`src/rtl/writeback_data_pipe.sv`:
```
// Write-back data selector and register-file write pipeline.
// Picks one of N_SRC results, carries it with its destination through STAGES registers, and forwards youngest-first.
module writeback_data_pipe #(
    parameter int DATA_W = 32,
    parameter int N_SRC  = 8,
    parameter int SEL_W  = 3,
    parameter int STAGES = 1,
    parameter int ADDR_W = 5
) (
    input  logic                      clock,
    input  logic                      reset_n,
    input  logic [N_SRC*DATA_W-1:0]   src_data,
    input  logic [SEL_W-1:0]          sel,
    input  logic                      in_valid,
    input  logic [ADDR_W-1:0]         in_dest,
    input  logic                      stall,
    input  logic                      flush,
    input  logic                      err_clr,
    input  logic [ADDR_W-1:0]         fwd_addr,
    output logic                      out_valid,
    output logic [DATA_W-1:0]         out_data,
    output logic [ADDR_W-1:0]         out_dest,
    output logic                      out_we,
    output logic                      fwd_hit,
    output logic [DATA_W-1:0]         fwd_data,
    output logic                      sel_err
);

    localparam logic [SEL_W:0] N_SRC_L = (SEL_W+1)'(N_SRC);

    logic              sel_ok;
    logic              advance;
    logic [DATA_W-1:0] sel_data;

    logic [STAGES-1:0] stg_valid;
    logic [DATA_W-1:0] stg_data [STAGES];
    logic [ADDR_W-1:0] stg_dest [STAGES];

    assign sel_ok  = ({1'b0, sel} < N_SRC_L);
    assign advance = !flush && !stall;

    // An out-of-range select matches no source, so the captured data is 0.
    always_comb begin
        sel_data = '0;
        for (int k = 0; k < N_SRC; k++) begin
            if (sel == SEL_W'(k)) sel_data = src_data[k*DATA_W +: DATA_W];
        end
    end

    always_ff @(posedge clock or negedge reset_n) begin
        if (!reset_n) begin
            stg_valid <= '0;
            for (int i = 0; i < STAGES; i++) begin
                stg_data[i] <= '0;
                stg_dest[i] <= '0;
            end
        end else if (flush) begin
            stg_valid <= '0;
        end else if (!stall) begin
            for (int i = STAGES - 1; i > 0; i--) begin
                stg_valid[i] <= stg_valid[i-1];
                stg_data[i]  <= stg_data[i-1];
                stg_dest[i]  <= stg_dest[i-1];
            end
            stg_valid[0] <= in_valid && sel_ok;
            stg_data[0]  <= sel_data;
            stg_dest[0]  <= in_dest;
        end
    end

    // A new bad select outranks a simultaneous clear.
    always_ff @(posedge clock or negedge reset_n) begin
        if (!reset_n) begin
            sel_err <= 1'b0;
        end else if (advance && in_valid && !sel_ok) begin
            sel_err <= 1'b1;
        end else if (err_clr) begin
            sel_err <= 1'b0;
        end
    end

    assign out_valid = stg_valid[STAGES-1];
    assign out_data  = stg_data[STAGES-1];
    assign out_dest  = stg_dest[STAGES-1];
    assign out_we    = out_valid && (out_dest != '0);

    // Scan oldest to youngest so the youngest hit overwrites.
    always_comb begin
        fwd_hit  = 1'b0;
        fwd_data = '0;
        for (int i = STAGES - 1; i >= 0; i--) begin
            if (stg_valid[i] && (stg_dest[i] == fwd_addr) && (fwd_addr != '0)) begin
                fwd_hit  = 1'b1;
                fwd_data = stg_data[i];
            end
        end
    end

endmodule
```
`config.mk`:
```
export PLATFORM = sky130hd
export DESIGN_NAME = writeback_data_pipe
export DESIGN_NICKNAME = d
export VERILOG_FILES = /design/src/rtl/writeback_data_pipe.sv
export SDC_FILE = /design/constraint.sdc
export NUM_CORES = 1
export LEC_CHECK = 0
export BUFFER_PORTS_ARGS = -buffer_cell sky130_fd_sc_hd__buf_2
export CAP_MARGIN = 20
export CELL_PAD_IN_SITES_DETAIL_PLACEMENT = 0
export CELL_PAD_IN_SITES_GLOBAL_PLACEMENT = 1
export CORE_AREA = 2 2 133 135
export CTS_CLUSTER_SIZE = 20
export DETAILED_ROUTE_END_ITERATION = 7
export DIE_AREA = 0 0 135 137
export PLACE_DENSITY_LB_ADDON = 0.1
export SLEW_MARGIN = 20
export SYNTH_ARGS = -nofsm -noshare
export SYNTH_HDL_FRONTEND = slang
export SYNTH_SLANG_ARGS = --single-unit
```
`constraint.sdc`:
```
create_clock -name clock -period 2.5 [get_ports clock]
set_input_delay 0.125 -clock clock [delete_from_list [all_inputs] [get_ports clock]]
set_output_delay 0.125 -clock clock [all_outputs]
set_load 0.005 [all_outputs]
```
* After elaboration in Yosys (flattened, before gate mapping)
Cells that the tools add are included.
** Word-level totals
- Word-level logic and storage cells :: 33
- Input bits :: 275
- Bits in registers :: 38
- Output and inout port bits :: 73
** Operators by class
- Multiplexer cells :: 12
- Equality and inequality tests :: 9
- Reductions and logical operators :: 7
- Bitwise logic cells :: 2
** Operators by type and width (count)
- $mux 32 :: 9
- $eq 3x3->1 const B :: 4
- $reduce_bool 5->1 :: 2
- $eq 3x2->1 const B :: 2
- $eq 5x5->1 :: 1
- $eq 3x1->1 const B :: 1
- $logic_and 1x1->1 :: 3
- $logic_not 3->1 :: 1
- $mux 1 :: 3
- $ne 2x1->1 const B :: 1
- $not 1->1 :: 2
- $reduce_and 2->1 :: 1

* Depth between registers and ports, before layout
- Depth in word-level cells :: 9
- Mapped depth :: 7
- Mapped depth without buffers :: 4

* Worst setup path before layout
No wires, ideal clock.
- Path type :: register -> output
- From :: register stg_dest (netlist bit out_dest[0])
- To :: output port fwd_data[22]
- Arrival :: 1346 ps
- Slack :: 1029 ps
- Cell stages (with the launch flop) :: 6
- Data required time :: 2375 ps
- Path buffers :: 1
- Cells stage by stage :: dfrtp_1 or3_1 o21ai_2 a211oi_4 buf_6 and2_1
** Between the ends
- Longest elaborated chain between the ends :: 4
** Ends and longest elaborated chain
- start: declaration :: RTL line 37 : logic [ADDR_W-1:0] stg_dest [STAGES];
- start signal: indexed assignment :: RTL line 63 : stg_dest[i] <= stg_dest[i-1];
- $eq 5x5->1 :: RTL line 92 : if (stg_valid[i] && (stg_dest[i] == fwd_addr) && (fwd_addr != '0)) begin
- $logic_and 1x1->1 (2 in series) :: RTL line 92
- $mux 32 :: RTL line 92
- end: declaration :: RTL line 25 : output logic [DATA_W-1:0] fwd_data,
Every way passes these cells.

* Final worst setup path
- From :: register stg_dest (netlist bit out_dest[0])
- To :: output port fwd_data[12]
Same word-level chain as after synthesis.

==> run_summary.xml <==
<?xml version="1.0" encoding="UTF-8"?>
<metrics>
  <group name="outcome">
    <metric name="result_of_the_run" unit="">complete, but fails checks</metric>
    <metric name="violations_in_the_final_reports" unit="">negative hold slack</metric>
  </group>
  <group name="critical_path">
    <metric name="worstRegToRegCells" unit="">1</metric>
    <metric name="critPathLaunchType" unit="">flop</metric>
    <metric name="critical-path-top-cell-by-count" unit="">buf_4</metric>
    <metric name="cp_top_family" unit="">simple AND/OR/NAND/NOR gates</metric>
    <metric name="worstPathRequired" unit="ns">2.38</metric>
    <metric name="critPathKind" unit="">reg -&gt; out</metric>
    <metric name="critical_path.n_buffers_inverters" unit="">3</metric>
    <metric name="timing.critical_path.depth" unit="">7</metric>
    <metric name="crit_chain" unit="">or3_1 -&gt; o21ai_2 -&gt; a211oi_4 -&gt; buf_4 -&gt; buf_4 -&gt; and2_1 -&gt; buf_2</metric>
    <metric name="cp_slowest_stage_delay" unit="ns">0.43</metric>
    <metric name="cp-end-kind" unit="">output pin</metric>
    <metric name="cell_with_the_biggest_individual_delay_on_the_critical_path" unit="">or3_1</metric>
    <metric name="crit_arrival" unit="ns">2.10</metric>
    <metric name="worstPathMaxFanout" unit="">20</metric>
  </group>
  <group name="clock_tree">
    <metric name="worstSkewPairLatency" unit="ns">0.29</metric>
    <metric name="cts-buffers-inserted" unit="">5</metric>
    <metric name="cts_root_buf" unit="">clkbuf_16</metric>
    <metric name="post_cts_resized" unit="">0</metric>
    <metric name="ctsHtreeMaxLevel" unit="">2</metric>
    <metric name="cts.reportedPaths.clkPinSlew" unit="ns">0.07</metric>
    <metric name="clock_path_buffers" unit="">2</metric>
    <metric name="clock_sinks" unit="">38</metric>
    <metric name="cts_tree" unit="">built</metric>
  </group>
  <group name="drt">
    <metric name="remaining_drc_errors" unit="">0</metric>
    <metric name="totalWireLength" unit="microns">19800</metric>
    <metric name="drt-pass1-iter-count" unit="">5</metric>
    <metric name="drt-wirelength-per-cell" unit="microns">19.0</metric>
    <metric name="routed-via-count" unit="">5253</metric>
    <metric name="detail_route.iter0.violations" unit="">190</metric>
    <metric name="route.antenna.remaining_nets" unit="">0</metric>
    <metric name="detail_route.vias_per_cell" unit="">5.04</metric>
  </group>
  <group name="synth">
    <metric name="synth.top_cell.area_share" unit="">0.218</metric>
    <metric name="netlist_top_cells_area" unit="">dfrtp_1 (22%), o22ai_1 (9.2%), mux2i_1 (7.6%)</metric>
    <metric name="syn_area" unit="sq um">4350</metric>
    <metric name="ys.warnings.count" unit="">0</metric>
    <metric name="synth-edff-count" unit="">0</metric>
    <metric name="yosys.cell_count.top_type" unit="">o22ai_1</metric>
    <metric name="ys_top_cells_by_count" unit="">o22ai_1 (64), dfrtp_1 (38), nand2b_1 (34), nor2_1 (34), mux2i_1 (33)</metric>
    <metric name="library_cells_used_by_synthesis" unit="">28</metric>
    <metric name="cell_count_after_synthesis" unit="">508</metric>
    <metric name="async_reset_ff_frac" unit="">1.00</metric>
    <metric name="synth.avg_cell_area" unit="sq um">8.57</metric>
    <metric name="cell_taking_the_most_area_after_synthesis" unit="">dfrtp_1</metric>
    <metric name="synth-seq-area-share" unit="">0.218</metric>
    <metric name="postSynthNetCount" unit="">783</metric>
    <metric name="synth_top_flop_cell" unit="">dfrtp_1</metric>
    <metric name="postSynthRegisterBits" unit="">38</metric>
  </group>
  <group name="die">
    <metric name="die_h" unit="microns">137</metric>
    <metric name="std_cell_rows" unit="">48</metric>
    <metric name="die_area" unit="sq um">18500</metric>
    <metric name="fp.dieW" unit="microns">135</metric>
    <metric name="floorplan.initialDensity" unit="">0.255</metric>
    <metric name="io-pin-count" unit="">348</metric>
    <metric name="core_area" unit="sq um">17100</metric>
  </group>
  <group name="finish">
    <metric name="fillCellCount" unit="">1829</metric>
    <metric name="drive_above_1_share" unit="">0.505</metric>
    <metric name="final_nets" unit="">1092</metric>
    <metric name="register_area" unit="sq um">951</metric>
    <metric name="num_antenna_cells" unit="">0</metric>
    <metric name="final_standard_cell_count_with_taps_included_and_fillers_excluded" unit="">1043</metric>
    <metric name="layout-area-overhead-vs-synth" unit="%">45.8</metric>
    <metric name="multiInputGateArea" unit="sq um">3050</metric>
  </group>
  <group name="power">
    <metric name="power.ir.vdd_worst" unit="V">0.000219</metric>
    <metric name="power_density" unit="nW/um^2">397</metric>
    <metric name="total_power" unit="mW">2.52</metric>
    <metric name="power.static_leakage" unit="nW">3.16</metric>
  </group>
  <group name="timing">
    <metric name="worst-slew-pin-transition" unit="ns">0.986</metric>
    <metric name="finalCriticalPeriod" unit="ns">2.22</metric>
    <metric name="unrepaired_setup_endpoints_after_global_routing" unit="">false</metric>
    <metric name="final.hold.worst_slack" unit="ns">-0.00247</metric>
    <metric name="fin_skew" unit="ns">0</metric>
    <metric name="maxSlewViolCount" unit="">0</metric>
    <metric name="min_period_over_period" unit="">0.889</metric>
    <metric name="setup-tns-final" unit="ns">0</metric>
    <metric name="timing.slew.headroom" unit="">0.343</metric>
    <metric name="hold_viol_final" unit="">3</metric>
    <metric name="final_ws_setup" unit="ns">0.277</metric>
    <metric name="fmaxAchievable" unit="GHz">0.450</metric>
    <metric name="setup_viol" unit="">0</metric>
  </group>
  <group name="placed_design">
    <metric name="finalWeightedCongestion" unit="">0.807</metric>
    <metric name="preCtsSetupSlack" unit="ns">0.341</metric>
    <metric name="port_buffers" unit="">345</metric>
    <metric name="numPlacedInstances" unit="">1032</metric>
    <metric name="detailed_place_hpwl" unit="microns">14900</metric>
  </group>
  <group name="global_routing">
    <metric name="grt_antenna_before_repair" unit="">0</metric>
    <metric name="met1_usage" unit="">0.227</metric>
    <metric name="wire_length_of_the_first_global_routing_pass" unit="microns">28200</metric>
    <metric name="global_route.usage.total" unit="">0.199</metric>
    <metric name="global_route.overflow_total" unit="">0</metric>
    <metric name="use_met2" unit="">0.372</metric>
    <metric name="vias_in_the_first_global_route" unit="">5250</metric>
    <metric name="top_usage_layer" unit="">met2</metric>
    <metric name="grt_max_degree" unit="">67</metric>
    <metric name="groute.layer.met3.usage" unit="">0.0456</metric>
  </group>
  <group name="worst_hold_path">
    <metric name="worst_hold_path_type" unit="">in -&gt; async</metric>
  </group>
  <group name="flow_run">
    <metric name="number_of_max_capacitance_violations_reported" unit="">0</metric>
  </group>
</metrics>
[routing by layer]
metal	wire (microns)	share of wire
met4	350	0.018
met2	10200	0.51
met3	1630	0.082
met5	0	0
met1	7640	0.39
[layout make-up]
class / count / share of cell area
clock buffer: 5 / 0.0197
tap: 225 / 0.0443
sequential: 38 / 0.150
multi-input combinational: 409 / 0.480
timing repair buffer: 363 / 0.299
clock inverter: 3 / 0.00709
[final timing paths]
path	from	to	slack, ns
worst min-delay path	reset_n	out_data[30]	-0.002
min in group clock	in_dest[1]	out_dest[1]	0.06
worst max-delay path	out_dest[0]	fwd_data[12]	0.28
worst min register to register	out_data[27]	out_data[27]	0.53
worst max register to register	out_dest[3]	out_dest[3]	1.70
max in group asynchronous	reset_n	out_data[18]	1.89
[layout by cell type (no fill, tap or decap)]
cell / Yosys / routed
a211oi_4: 1 / 1
a21oi_1: 32 / 32
a22o_1: 32 / 32
and2_1: 32 / 32
buf_12: 0 / 2
buf_2: 29 / 342
buf_4: 7 / 18
bufinv_16: 0 / 1
clkbuf_16: 0 / 5
clkinvlp_4: 0 / 2
conb_1: 1 / 1
dfrtp_1: 38 / 38
dlygate4sd3_1: 0 / 1
mux2_2: 27 / 27
mux2_4: 10 / 10
mux2i_1: 33 / 33
nand2_1: 2 / 2
nand2b_1: 34 / 32
nand2b_2: 0 / 2
nand3_1: 1 / 1
nand3_2: 1 / 1
nand3b_1: 32 / 32
nor2_1: 34 / 34
o21a_1: 32 / 32
o21ai_2: 1 / 1
o221ai_1: 32 / 32
o22ai_1: 64 / 64
o31a_1: 1 / 1
or2_1: 2 / 1
or2_2: 0 / 1
or3_1: 1 / 1
xnor2_1: 4 / 4
[cell families after synthesis]
group / after synthesis / share of synthesized area
other: 1 / 0.000861
buffers and inverters: 61 / 0.0825
AND/OR/NAND/NOR: 139 / 0.189
AO/OA/AOI/OAI: 195 / 0.321
multiplexers: 70 / 0.180
flip-flops: 38 / 0.218
XOR/XNOR: 4 / 0.00805
[state kept, by name, indices dropped and copies added (netlist names)]
register   cells
out_data      32
out_dest       5
out_valid      1
[timing repair]
action / CTS / global route
setup buffers: 0 / 2
endpoints found under the hold margin: 1 / 0
endpoints found under the setup margin: 2 / 19
pin swaps: 1 / 1
hold buffers: 1 / 0
[power by group]
part	switching [mW]	leakage [nW]	total, mW	internal, mW
Combinational	0.429	2.61	0.950	0.521
Clock	0.290	0.0760	0.761	0.471
Sequential	0.0975	0.479	0.809	0.711
[through the flow]
stage	hold WS, ns	utilization	cell area [sq um]
after global routing	0.0522	0.372	6350
after detailed placement	0.301	0.361	6150
final	-0.00247	0.372	6350
after global placement	0.294	0.361	6150
after floorplan	-0.171	-	4350
after CTS	0.0361	0.371	6330
No activity file was read; power rests on OpenSTA's default activity.
